`config.mk`:
```
export PLATFORM = sky130hd
export DESIGN_NAME = mux8_rr_sched
export DESIGN_NICKNAME = d
export VERILOG_FILES = /design/src/rtl/mux8_rr_sched_pkg.sv /design/src/rtl/mux8_rr_sched_rr_pick3.sv /design/src/rtl/mux8_rr_sched.sv
export SDC_FILE = /design/constraint.sdc
export NUM_CORES = 1
export LEC_CHECK = 0
export BUFFER_PORTS_ARGS = -buffer_cell sky130_fd_sc_hd__buf_2
export CAP_MARGIN = 20
export CORE_MARGIN = 4
export CORE_UTILIZATION = 42
export CTS_CLUSTER_DIAMETER = 150
export CTS_CLUSTER_SIZE = 10
export DETAILED_ROUTE_END_ITERATION = 10
export PLACE_DENSITY = 0.83
export SLEW_MARGIN = 10
export SYNTH_ARGS = -nofsm -noshare
export SYNTH_HDL_FRONTEND = slang
export SYNTH_SLANG_ARGS = --single-unit
```
`constraint.sdc`:
```
create_clock -name clk -period 1.3 [get_ports clk]
set_input_delay 0.13 -clock clk [delete_from_list [all_inputs] [get_ports clk]]
set_output_delay 0.13 -clock clk [all_outputs]
set_load 0.05 [all_outputs]
```
`src/rtl/mux8_rr_sched_pkg.sv`:
```
// Shared constants for the round-robin scheduler of the 8-bit select mux.
// Requester indices, {s2,s1} select codes and FSM state encoding.
package mux8_rr_sched_pkg;

    localparam int REQ_B = 0;
    localparam int REQ_C = 1;
    localparam int REQ_D = 2;

    localparam logic [1:0] SEL_B = 2'b00;
    localparam logic [1:0] SEL_C = 2'b01;
    localparam logic [1:0] SEL_D = 2'b10;

    typedef enum logic [1:0] {
        IDLE = 2'd0,
        CAPT = 2'd1,
        HOLD = 2'd2
    } state_e;

    function automatic logic [1:0] sel_of(input logic [1:0] idx);
        logic [1:0] sel;
        sel = SEL_B;
        if (idx == 2'(REQ_C)) sel = SEL_C;
        if (idx == 2'(REQ_D)) sel = SEL_D;
        return sel;
    endfunction

endpackage

```
`src/rtl/mux8_rr_sched_rr_pick3.sv`:
```
// Three-way round-robin picker: search starts just after the last winner.
// Outputs the winner index and its one-hot; one-hot is zero when no request.
import mux8_rr_sched_pkg::*;

module rr_pick3 (
    input  logic [2:0] req_i,
    input  logic [1:0] last_i,
    output logic [1:0] idx_o,
    output logic [2:0] oh_o
);

    function automatic logic [1:0] first3(
        input logic [2:0] r,
        input logic [1:0] a,
        input logic [1:0] b,
        input logic [1:0] c
    );
        logic [1:0] w;
        w = c;
        if (r[b]) w = b;
        if (r[a]) w = a;
        return w;
    endfunction

    localparam logic [1:0] IB = 2'(REQ_B);
    localparam logic [1:0] IC = 2'(REQ_C);
    localparam logic [1:0] ID = 2'(REQ_D);

    always_comb begin
        idx_o = IB;
        oh_o  = 3'b000;
        if (last_i == IB) begin
            idx_o = first3(req_i, IC, ID, IB);
        end else if (last_i == IC) begin
            idx_o = first3(req_i, ID, IB, IC);
        end else begin
            idx_o = first3(req_i, IB, IC, ID);
        end
        if (|req_i) oh_o = 3'b001 << idx_o;
    end

endmodule

```
`src/rtl/mux8_rr_sched.sv`:
```
// Round-robin scheduler driving the shared mux selects and capturing h.
// Winner's one-hot grant is high for the single capture cycle.
import mux8_rr_sched_pkg::*;

module mux8_rr_sched #(
    parameter int WIDTH = 8
) (
    input  logic             clk,
    input  logic             rst_n,
    input  logic [2:0]       req,
    output logic [2:0]       gnt,
    output logic             s1,
    output logic             s2,
    input  logic [WIDTH-1:0] mux_h,
    output logic [WIDTH-1:0] out_data,
    output logic             out_valid,
    input  logic             out_ready,
    output logic             busy
);

    state_e           state_q, state_d;
    logic [1:0]       sel_q, sel_d;
    logic [2:0]       gnt_q, gnt_d;
    logic [1:0]       win_q, win_d;
    logic [1:0]       last_q, last_d;
    logic [WIDTH-1:0] data_q, data_d;
    logic             valid_q, valid_d;

    logic [1:0] pick_idx;
    logic [2:0] pick_oh;

    rr_pick3 u_pick (
        .req_i  (req),
        .last_i (last_q),
        .idx_o  (pick_idx),
        .oh_o   (pick_oh)
    );

    always_ff @(posedge clk or negedge rst_n) begin
        if (!rst_n) begin
            state_q <= IDLE;
            sel_q   <= SEL_B;
            gnt_q   <= 3'b000;
            win_q   <= 2'(REQ_B);
            last_q  <= 2'(REQ_D);
            data_q  <= '0;
            valid_q <= 1'b0;
        end else begin
            state_q <= state_d;
            sel_q   <= sel_d;
            gnt_q   <= gnt_d;
            win_q   <= win_d;
            last_q  <= last_d;
            data_q  <= data_d;
            valid_q <= valid_d;
        end
    end

    always_comb begin
        state_d = state_q;
        sel_d   = sel_q;
        gnt_d   = gnt_q;
        win_d   = win_q;
        last_d  = last_q;
        data_d  = data_q;
        valid_d = valid_q;
        unique case (state_q)
            IDLE: begin
                if (|req) begin
                    sel_d   = sel_of(pick_idx);
                    gnt_d   = pick_oh;
                    win_d   = pick_idx;
                    state_d = CAPT;
                end
            end
            CAPT: begin
                // selects settled a full cycle ago, so h is stable here
                data_d  = mux_h;
                valid_d = 1'b1;
                gnt_d   = 3'b000;
                last_d  = win_q;
                state_d = HOLD;
            end
            HOLD: begin
                if (valid_q && out_ready) begin
                    valid_d = 1'b0;
                    state_d = IDLE;
                end
            end
            default: begin
                gnt_d   = 3'b000;
                valid_d = 1'b0;
                state_d = IDLE;
            end
        endcase
    end

    assign gnt       = gnt_q;
    assign s1        = sel_q[0];
    assign s2        = sel_q[1];
    assign out_data  = data_q;
    assign out_valid = valid_q;
    assign busy      = (state_q != IDLE);

endmodule
```
[Word-level counts from Yosys, hierarchy flattened]
Index checks and enable logic that the tools add are counted.
Cells by class
  add/subtract/negate cells: 0
  multipliers: 0
  divide/modulo/power cells: 0
  order comparisons: 0
  equal/unequal tests: 7
  shifts and indexed selects: 1
  mux-type cells: 17
  bitwise operators: 2
  reduce and logical (&&, ||, !) cells: 9
Operators with widths (number)
  $mux 2: 10
  $reduce_and 2->1: 4
  $eq 2x1->1 const B: 3
  $pmux 2 s3: 1
  $pmux 3 s2: 1
  $eq 2x2->1 const B: 2
  $logic_not 2->1: 2
  $ne 2x2->1 const B: 2
  $mux 1: 3
  $mux 3: 1
  $pmux 1 s3: 1
  $reduce_or 3->1: 1
  $shl 1x2->3 const A: 1
  $not 1->1: 2
  $reduce_bool 2->1: 1
  $logic_and 1x1->1: 1
Word-level totals
  register bits: 20
  latch bits: 0
  memory bits (writable): 0
  ROM bits: 0
  bits of input ports: 14
  output and inout bits: 15
  word-level logic and storage cells: 43
  memories kept: 0

[Depth between registers and ports, before layout]
Gate-level depths: netlist (run 1).
  word-level depth: 7
  depth in mapped cells: 5
  depth with buffers taken out: 5

[By module]
Synthesis (run 1) repeated with hierarchy kept, for this count alone.
Second synthesis, totals
  cell total of the unflattened synthesis: 70
  area total of the unflattened synthesis: 905.9 um^2
Modules (own cells, without submodules)
  mux8_rr_sched: times used 1, cells an instance 53, area each 813.3 um^2, sequential area each 501.7 um^2
  rr_pick3: times used 1, cells an instance 17, area each 92.6 um^2, sequential area each 0.0 um^2

[Worst setup path after synthesis (run 1)]
No wires, ideal clock.
  path type: register to register
  start: register state_q[0]
  end: register sel_q[1]
  library setup time: 0.124 ns
  data arrival time: 1.240 ns
  data required time: 1.176 ns
  path slack: -0.064 ns
  stages on the path, launching flop included: 5
  path buffers: 0
  clock period less this slack: 1.364 ns
  path through: dfrtp_1 or2_4 or2_4 a211oi_2 nor2_1
On the way
  cells in the longest elaborated chain, start to end: 2
RTL lines
  start: declaration: RTL line mux8_rr_sched.sv:21  | state_e state_q, state_d;
  start signal: assignment: RTL line mux8_rr_sched.sv:49  | state_q <= state_d;
  $logic_not 2->1: RTL line mux8_rr_sched.sv:67  | unique case (state_q)
  $reduce_and 2->1 (no source line)
  end signal: assignment: RTL line mux8_rr_sched.sv:50  | sel_q <= sel_d;
  end: declaration: RTL line mux8_rr_sched.sv:22  | logic [1:0] sel_q, sel_d;
Every way passes these cells.
A chain may end at the register's enable or synchronous reset.

[Final worst setup path (run 1)]
  start: register state_q[1]
  end: register win_q[1]
On the way
  cells in the longest elaborated chain, start to end: 2
RTL lines
  $logic_not 2->1: RTL line mux8_rr_sched.sv:67
  $reduce_and 2->1 (no source line)
  end signal: assignment: RTL line mux8_rr_sched.sv:44  | win_q <= 2'(REQ_B);
  end signal: assignment: RTL line mux8_rr_sched.sv:52  | win_q <= win_d;
  end: declaration: RTL line mux8_rr_sched.sv:24  | logic [1:0] win_q, win_d;
Every way passes these cells.

==> run summary, run 1 <==
R2R Path End = win_q[1]
Critical path launch point type = register
Largest net degree at the start of global routing = 21
HP Start = mux_h[1]
Commonest cells after routing, fill and taps aside = buf_2 (27), dfrtp_1 (19), mux2_2 (10)
Stages on the worst setup path = 4
Worst Clk Skew = 0.00212 ns
Setup TNS = -0.0269 ns
Max_slew headroom = 0.715
Root Buffer Master = clkbuf_4
Failing checks = negative setup slack
Placer Congestion = 0.878
Starting Density = 0.462
Number of synthesized register bits = 20
WP buf/inv = 0
Critical path, cell by cell = or2_4 -> or2_4 -> a211oi_2 -> nor2_1
Slowest stage delay, CP = 0.42 ns
Area leader, netlist = dfrtp_1
Port bufs = 28
Std-Cell Rows = 15
Syn avg cell area = 12.4 µm²
CP Capture Type = register
Worst-Margin Slew = 0.428 ns
Final hold viol count = 0
Final wirelength = 1650 µm
Hold depth = 2
Unique masters post-synth = 21
Most common cell after layout, fill and taps aside = buf_2
Post-DP HPWL = 1230 µm
Die height = 52.5 µm
First-pass GRT wire length = 2780 µm
Vias in the first global route = 671
Starting DRT DRC Count = 7
Via density = 4.98
Synth top area cells = dfrtp_1 (57%), mux2_2 (14%), a21o_1 (3.6%)
H-tree levels = 1
Status = complete, but fails checks
Hold Slack = 0.0616 ns
Core Area = 1800 µm²
Post-Syn Area = 833 µm²
Number of maximum-capacitance violations = 0
Final ANT Viol Nets = 0
Worst Path Arrival = 1.50 ns
Cts bufs inserted = 3
Cells after synthesis = 67
Slew Viols, Final = 0
Die ar. = 2760 µm²
Total of warnings raised by yosys = 0
Remaining DRCs = 0
DP Cell Count = 121
Slowest CP cell = dfrtp_1
Drt pass-1 iters = 4
# clock sinks = 20
Area share of the leading cell type in the synthesized netlist = 0.571
Post-route clock period utilization = 1.01
Worst Hold Endpoint = out_data[1]
CP Max Fanout = 5
Maximum buffer depth of the clock tree = 2
I/O pins = 29
Chip width = 52.5 µm
Hold WC Path Type = primary input to register
Max Freq = 0.760 GHz
Setup Viol. Count Final = 3
Most used cell, CP = or2_4
Syn-to-layout area delta = 29.7%
Worst Setup Path Type = register to register
Nets = 118
Tmin final = 1.32 ns
CTS tree = built
Clock Latency Late Sink = 0.29 ns
Mapped Nets = 81
Clock transition at path regs = 0.10 ns
Initial antenna violation count = 0
Unrepaired setup endpoints after global routing = yes
Fraction of layout cells with a size suffix above 1 = 0.495
Seq/Total Area, Yosys = 0.602
Vias = 637
Fin cells = 128
Crit path max-delay family = simple AND/OR/NAND/NOR gates
Gr usage total = 0.140
Avg WL per Cell = 12.9 µm
Reg2Reg Setup Slack = -0.02 ns
Reg2Reg Depth = 4
Crit Reg-Reg Startpoint = state_q[1]
# diodes = 0
CP required = 1.48 ns
Grt ovf = 0
Final worst slack = -0.0162 ns
-- flip-flops by register name (all words and copies together) (netlist names) --
register,flops
out_data,8
gnt,3
last_q,2
sel_q,2
state_q,2
win_q,2
out_valid,1
-- synthesized netlist by cell type --
library cell	number
inv_1	3
a22o_1	1
nand2b_1	2
o2bb2ai_1	1
dfstp_2	1
a211oi_2	1
dfrtp_1	19
o21a_1	1
nand2_1	1
or2_4	2
and2b_1	1
o22ai_1	1
a21o_1	4
nor2_1	8
a21oi_1	5
o21ai_0	1
nor2b_1	2
mux2_2	10
buf_4	1
nor3b_1	1
nor3_1	1
-- logic make-up after synthesis --
| group | count (synthesis) | synth area share |
|---|---|---|
| buf+inv | 4 | 0.0225 |
| compound gates | 15 | 0.125 |
| flops | 20 | 0.602 |
| simple gates | 18 | 0.116 |
| mux | 10 | 0.135 |
-- routing by layer --
metal  GRT usage  vias up  wire length [µm]  part of all wire
met1       0.152      304               654              0.40
met2       0.242       23               813              0.49
li1            -      304                 -                 -
met3      0.0399        6               144             0.087
met5           0        -                 0                 0
met4      0.0766        0                40             0.024
-- stage by stage --
step / instance area (µm²) / util / worst slack, ns
floorplan: 833 / - / -0.0360
global placement: 1010 / 0.562 / 0.0159
detailed placement: 1010 / 0.562 / -0.0200
CTS: 1080 / 0.597 / -0.0242
global route: 1080 / 0.600 / -0.0777
finish: 1080 / 0.600 / -0.0162
-- layout make-up --
class                   instances  area, µm²
clock buffers                   4       36.3
fillers                       158        721
multi-input cells              43        318
inverters                       3       11.3
well taps                      25       31.3
repair buffers                 33        183
flip-flops and latches         20        502
-- worst max-delay path by stage --
| stage | start | slack [ns] | end |
|---|---|---|---|
| finish | state_q[1] | -0.02 | win_q[1] |
| global route | state_q[1] | -0.08 | win_q[1] |
| CTS | state_q[1] | -0.02 | sel_q[1] |
| detailed placement | state_q[1] | -0.02 | sel_q[1] |
| global placement | last_q[1] | 0.02 | sel_q[0] |
| floorplan | state_q[1] | -0.04 | sel_q[1] |
-- timing repair --
action | in CTS | in global routing
endpoints found under the hold margin | 19 | 0
hold buffers | 1 | 0
setup buffers | 2 | 0
pin swaps | 0 | 1
gates resized for setup | 1 | 1
endpoints found under the setup margin | 4 | 6
Power of run 1 is not shown: default switching activity piles up to over one toggle a cycle in this logic, so the estimate is an artifact.
==> run 2, diff against run 1 <==
Settings changed: REMOVE_ABC_BUFFERS set to 1.
==> run 2 against run 1 <==
The flow still finishes with violations (negative setup slack). Sequential share of layout area decreased by 2.6 points. Core utilization increased by 3.5 points. Maximum frequency decreased by 0.85%. Worst hold slack improved by 0.0035 ns.
==> run summary, run 2 (synthesized netlist as in run 1, its figures left out) <==
Slowest stage delay, CP = 0.41 ns (about the same)
Remaining DRCs = 0 (unchanged)
Post-Place Setup Slack = -0.0236 ns (-0.00355 ns)
Placer Congestion = 0.906 (+3.2%)
Port bufs = 28 (unchanged)
Worst Clk Skew = 0.00570 ns (+0.00358 ns)
Cts bufs inserted = 3 (unchanged)
Unrepaired setup endpoints after global routing = yes
Slowest CP cell = dfrtp_1
Std-Cell Rows = 15 (unchanged)
Die ar. = 2760 µm² (unchanged)
Tmin final = 1.33 ns (+0.0113 ns)
Hold WC Path Type = primary input to register
Starting Density = 0.462 (unchanged)
Root Buffer Master = clkbuf_4
Final ANT Viol Nets = 0 (unchanged)
Setup Viol. Count Final = 3 (unchanged)
Clock Latency Late Sink = 0.29 ns (about the same)
Maximum buffer depth of the clock tree = 2 (unchanged)
Post-route clock period utilization = 1.02 (+0.00867)
Vias = 642 (+0.78%)
Avg WL per Cell = 13.0 µm (+0.67%)
Status = complete, but fails checks
Commonest cells after routing, fill and taps aside = buf_2 (28), dfrtp_1 (19), mux2_2 (10)
CTS tree = built
Critical path launch point type = register
Syn-to-layout area delta = 37.4%
Final worst slack = -0.0275 ns (-0.0113 ns)
Vias in the first global route = 696 (+3.7%)
Via density = 4.83 (-3.0%)
Drt pass-1 iters = 5 (+1)
Grt ovf = 0 (unchanged)
Area after DPL = 1020 µm² (+0.74%)
CP required = 1.49 ns (about the same)
Most common cell after layout, fill and taps aside = buf_2
Worst Path Arrival = 1.51 ns (about the same)
R2R Path End = win_q[1]
Fraction of layout cells with a size suffix above 1 = 0.556 (+0.0604)
Chip width = 52.5 µm (unchanged)
Worst Setup Path Type = register to register
Clock transition at path regs = 0.11 ns (about the same)
Final wirelength = 1730 µm (+4.6%)
Reg2Reg Depth = 4 (unchanged)
Post-DP HPWL = 1270 µm (+3.1%)
Gr usage total = 0.137 (-0.00293)
Critical path, cell by cell = or2_4 -> or2_4 -> a211oi_4 -> nor2_1
Crit path max-delay family = simple AND/OR/NAND/NOR gates
Cell area after layout = 1140 µm² (+5.9%)
Final hold viol count = 0 (unchanged)
Initial antenna violation count = 0 (unchanged)
Max Freq = 0.753 GHz (-0.85%)
CP Launch Point = state_q[0]
I/O pins = 29 (unchanged)
Most used cell, CP = or2_4
Max_slew headroom = 0.714 (about the same)
Starting DRT DRC Count = 5 (-2)
First-pass GRT wire length = 2800 µm (+0.76%)
HP Start = mux_h[7]
Core Area = 1800 µm² (unchanged)
Worst Hold Endpoint = out_data[7]
Final Util = 0.635 (+0.0354)
Crit Reg-Reg Startpoint = state_q[0]
Die height = 52.5 µm (unchanged)
Hold depth = 2 (unchanged)
WP buf/inv = 0 (unchanged)
Number of maximum-capacitance violations = 0 (unchanged)
CP Capture Type = register
Failing checks = negative setup slack
Reg2Reg Setup Slack = -0.03 ns (about the same)
CP Max Fanout = 5 (unchanged)
Nets = 123 (+4.2%)
# clock sinks = 20 (unchanged)
Slew Viols, Final = 0 (unchanged)
# diodes = 0 (unchanged)
H-tree levels = 1 (unchanged)
Largest net degree at the start of global routing = 21 (unchanged)
Number of flip-flops in the largest register = 8 (unchanged)
Worst-Margin Slew = 0.429 ns (+0.000844 ns)
==> run 2: changes by cell type in the layout (fill, tap and decap cells not counted), sizes merged <==
cell and change:
buf +5
==> run 2: cell type report <==
class / count / area (µm²)
timing repair buffer: 38 / 221
tap: 25 / 31.3
sequential: 20 / 502
inverter: 3 / 11.3
multi-input combinational: 43 / 343
clock buffer: 4 / 36.3
fill: 156 / 657
==> run 2: worst max path at each step <==
stage	endpoint	slack, ns	cells after the start
after floorplan	out_data[0]	-0.16	2
after global placement	sel_q[1]	0.02	4
after detailed placement	sel_q[1]	-0.02	4
after CTS	win_q[1]	-0.01	4
after global routing	win_q[1]	-0.08	4
final	win_q[1]	-0.03	4
==> run 2: routing by layer <==
layer  global-route usage  share of wire
met3               0.0256          0.059
met4               0.0426         0.0069
met5                    0              0
met2                0.248           0.52
met1                0.162           0.42
==> run 2: stage by stage <==
| step | hold slack, ns | cells | TNS (ns) |
|---|---|---|---|
| floorplan | -0.166 | 66 | -1.65 |
| global placement | 0.0886 | 122 | 0 |
| detailed placement | 0.0932 | 122 | -0.0452 |
| CTS | 0.0566 | 133 | -0.0238 |
| global route | 0.0510 | 133 | -0.721 |
| finish | 0.0651 | 133 | -0.0533 |
==> run 2: worst reg2reg max path: cells and delay by family (launching register included) <==
kind               cells  cell delay (ns)
and+or+nand+nor        3             0.63
DFF                    1             0.41
AOI/OAI and AO/OA      1             0.18
==> run 2: timing repair <==
item                                    CTS  global route
resized for setup                         0             7
endpoints found under the setup margin    6            17
setup buffers                             6             0
pin swaps                                 0             3
endpoints found under the hold margin    19             0
hold buffers                              1             0
Power of run 2 is left out for the same reason.
==> run 3, diff against run 2 <==
--- a/config.mk
+++ b/config.mk
@@ -7,2 +7,3 @@
 export LEC_CHECK = 0
+export ABC_AREA = 1
 export BUFFER_PORTS_ARGS = -buffer_cell sky130_fd_sc_hd__buf_2
@@ -20 +21,2 @@
 export SYNTH_SLANG_ARGS = --single-unit
+export TNS_END_PERCENT = 20
==> constraint.sdc (replaced) <==
create_clock -name clk -period 1.3 [get_ports clk]
set_input_delay 0.26 -clock clk [delete_from_list [all_inputs] [get_ports clk]]
set_output_delay 0.26 -clock clk [all_outputs]
set_load 0.05 [all_outputs]
==> run 3 against run 2 <==
The run still ends with negative setup slack left. Sequential cell count stayed put. Synthesized cell count is 25% higher. Critical path depth is 1 lower. Non-clock buffer count is 4 lower. Die area is 0.38% higher. Critical path type is now register to output port.
==> run summary, run 3 <==
DP Cell Count = 138 (+13%)
Commonest cells after routing, fill and taps aside = nand2_1 (32), buf_2 (27), dfrtp_1 (19)
Final Util = 0.617 (-0.0188)
Fraction of layout cells with a size suffix above 1 = 0.397 (-0.159)
# diodes = 0 (unchanged)
Worst Path Arrival = 1.07 ns (-0.44 ns)
Setup Viol. Count Final = 1 (-2)
Mux contribution to synthesized area = 0.126 (-0.00957)
Worst Clk Skew = 0.0135 ns (+0.00783 ns)
Post-Synth Simple-Gate Area = 0.197 (+0.0817)
CP Max Fanout = 2 (-3)
Largest net degree at the start of global routing = 21 (unchanged)
Seq/Total Area, Yosys = 0.599 (-0.00270)
Area share of the leading cell type in the synthesized netlist = 0.568 (-0.00256)
Most common cell in the netlist = nand2_1
EDFF count, synth = 0 (unchanged)
Maximum buffer depth of the clock tree = 2 (unchanged)
Starting DRT DRC Count = 6 (+1)
Reg2Reg Setup Slack = 0.07 ns (+0.10 ns)
Chip width = 52.6 µm (+0.19%)
First-pass GRT wire length = 3040 µm (+8.6%)
Number of flip-flops in the largest register = 8 (unchanged)
Placer Congestion = 0.733 (-19%)
Synth top area cells = dfrtp_1 (57%), nand2_1 (14%), mux2_4 (7.2%)
Via density = 4.72 (-2.2%)
Syn avg cell area = 9.96 µm² (-20%)
Cells after synthesis = 84 (+25%)
Starting Density = 0.465 (+0.00208)
Number of fill cells = 152 (-2.6%)
Area leader, netlist = dfrtp_1
Clock transition at path regs = 0.12 ns (about the same)
Async S/R FF share, synth = 1.00 (unchanged)
Post-synthesis adder-cell area fraction = 0 (unchanged)
Core Area = 1800 µm² (unchanged)
Clock Latency Late Sink = 0.31 ns (+0.02 ns)
Number of synthesized register bits = 20 (unchanged)
Avg WL per Cell = 12.5 µm (-4.2%)
Fin cells = 146 (+9.8%)
Final hold viol count = 0 (unchanged)
Std-Cell Rows = 15 (unchanged)
I/O pins = 29 (unchanged)
# clock sinks = 20 (unchanged)
CP Capture Type = output port
Cts bufs inserted = 3 (unchanged)
Drt pass-1 iters = 4 (-1)
Remaining DRCs = 0 (unchanged)
Grt ovf = 0 (unchanged)
Port bufs = 28 (unchanged)
Hold WC Path Type = primary input to register
Commonest cells post-synth = nand2_1 (32), dfrtp_1 (19), inv_1 (9), nor2_1 (5)
Max Freq = 0.752 GHz (-0.14%)
Ys flop type = dfrtp_1
Status = complete, but fails checks
Vias = 689 (+7.3%)
Post-DP HPWL = 1360 µm (+7.4%)
Initial antenna violation count = 0 (unchanged)
Vias in the first global route = 708 (+1.7%)
Final wirelength = 1820 µm (+5.1%)
H-tree levels = 1 (unchanged)
Unique masters post-synth = 12 (-43%)
Post-route clock period utilization = 1.02 (+0.00143)
Gr usage total = 0.157 (+0.0201)
Slew Viols, Final = 0 (unchanged)
Worst-Margin Slew = 0.428 ns (-0.000390 ns)
Die height = 52.6 µm (+0.19%)
Syn-to-layout area delta = 32.7%
Root Buffer Master = clkbuf_4
Failing checks = negative setup slack
Die ar. = 2770 µm² (+0.38%)
CTS tree = built
Max_slew headroom = 0.715 (about the same)
Final ANT Viol Nets = 0 (unchanged)
CP required = 1.04 ns (-0.45 ns)
Compound-Gate Fraction of Synth Area = 0.0239 (-0.101)
Unrepaired setup endpoints after global routing = yes
XOR/XNOR Fraction of Synth Area = 0 (unchanged)
Post-Syn Area = 837 µm² (+0.45%)
Most common cell after layout, fill and taps aside = nand2_1
Total of warnings raised by yosys = 0 (unchanged)
Number of maximum-capacitance violations = 0 (unchanged)
Critical path launch point type = register
Nets = 136 (+11%)
Final worst slack = -0.0294 ns (-0.00186 ns)
Worst Setup Path Type = register to output port
Largest family of logic cells by synthesized area = simple AND/OR/NAND/NOR gates
Tmin final = 1.33 ns (+0.00186 ns)
run 3: layer usage:
metal / GRT usage / wire length (µm) / share of wire / vias to the layer above
met3: 0.0171 / 91 / 0.050 / 4
met2: 0.260 / 977 / 0.54 / 25
met1: 0.182 / 698 / 0.38 / 325
met5: 0 / 0 / 0 / -
met4: 0.123 / 51 / 0.028 / 0
li1: - / - / - / 335
run 3: metrics by stage:
stage	TNS [ns]	hold slack, ns	cell area (µm²)	setup WS (ns)
after detailed placement	0	0.230	1010	0.116
after floorplan	0	-0.0356	826	0.193
after global routing	-0.0858	0.169	1110	-0.0729
after global placement	0	0.216	1010	0.187
after CTS	-0.0146	0.167	1110	-0.0146
final	-0.0294	0.173	1110	-0.0294
run 3: cells by family (layout without fill, tap and decap cells):
| family | count (synthesis) | count (layout) |
|---|---|---|
| buf+inv | 10 | 47 |
| flops | 20 | 20 |
| mux | 8 | 8 |
| simple gates | 42 | 42 |
| compound gates | 4 | 4 |
run 3: worst paths after layout:
path,startpoint,endpoint,cells after the start
worst max-delay path,state_q[1],busy,3
worst min-delay path,mux_h[6],out_data[6],2
worst max register to register,state_q[1],last_q[1],5
max in group asynchronous,rst_n,last_q[1],2
worst min register to register,gnt[0],gnt[0],2
min in group asynchronous,rst_n,out_data[6],2
run 3: critical path: stages (launching register included):
cell     delay [ns]
dfrtp_1        0.41
nor2_2         0.14
inv_1          0.06
buf_6          0.15
run 3: layout make-up:
cell class | instances | area, µm² | area share
Timing Repair Buffer | 34 | 194 | 0.175
Clock buffer | 3 | 22.5 | 0.0203
Multi-Input combinational cell | 54 | 298 | 0.268
Tap cell | 25 | 31.3 | 0.0282
Clock inverter | 1 | 30.0 | 0.0270
Inverter | 9 | 33.8 | 0.0304
Sequential cell | 20 | 502 | 0.452
run 3: what timing repair did:
action,in CTS,in global routing
endpoints found under the hold margin,19,0
setup buffers,3,0
pin swaps,1,0
setup endpoints to repair,1,11
hold buffers,1,0
gates resized for setup,3,1
Power of run 3 is left out for the same reason.
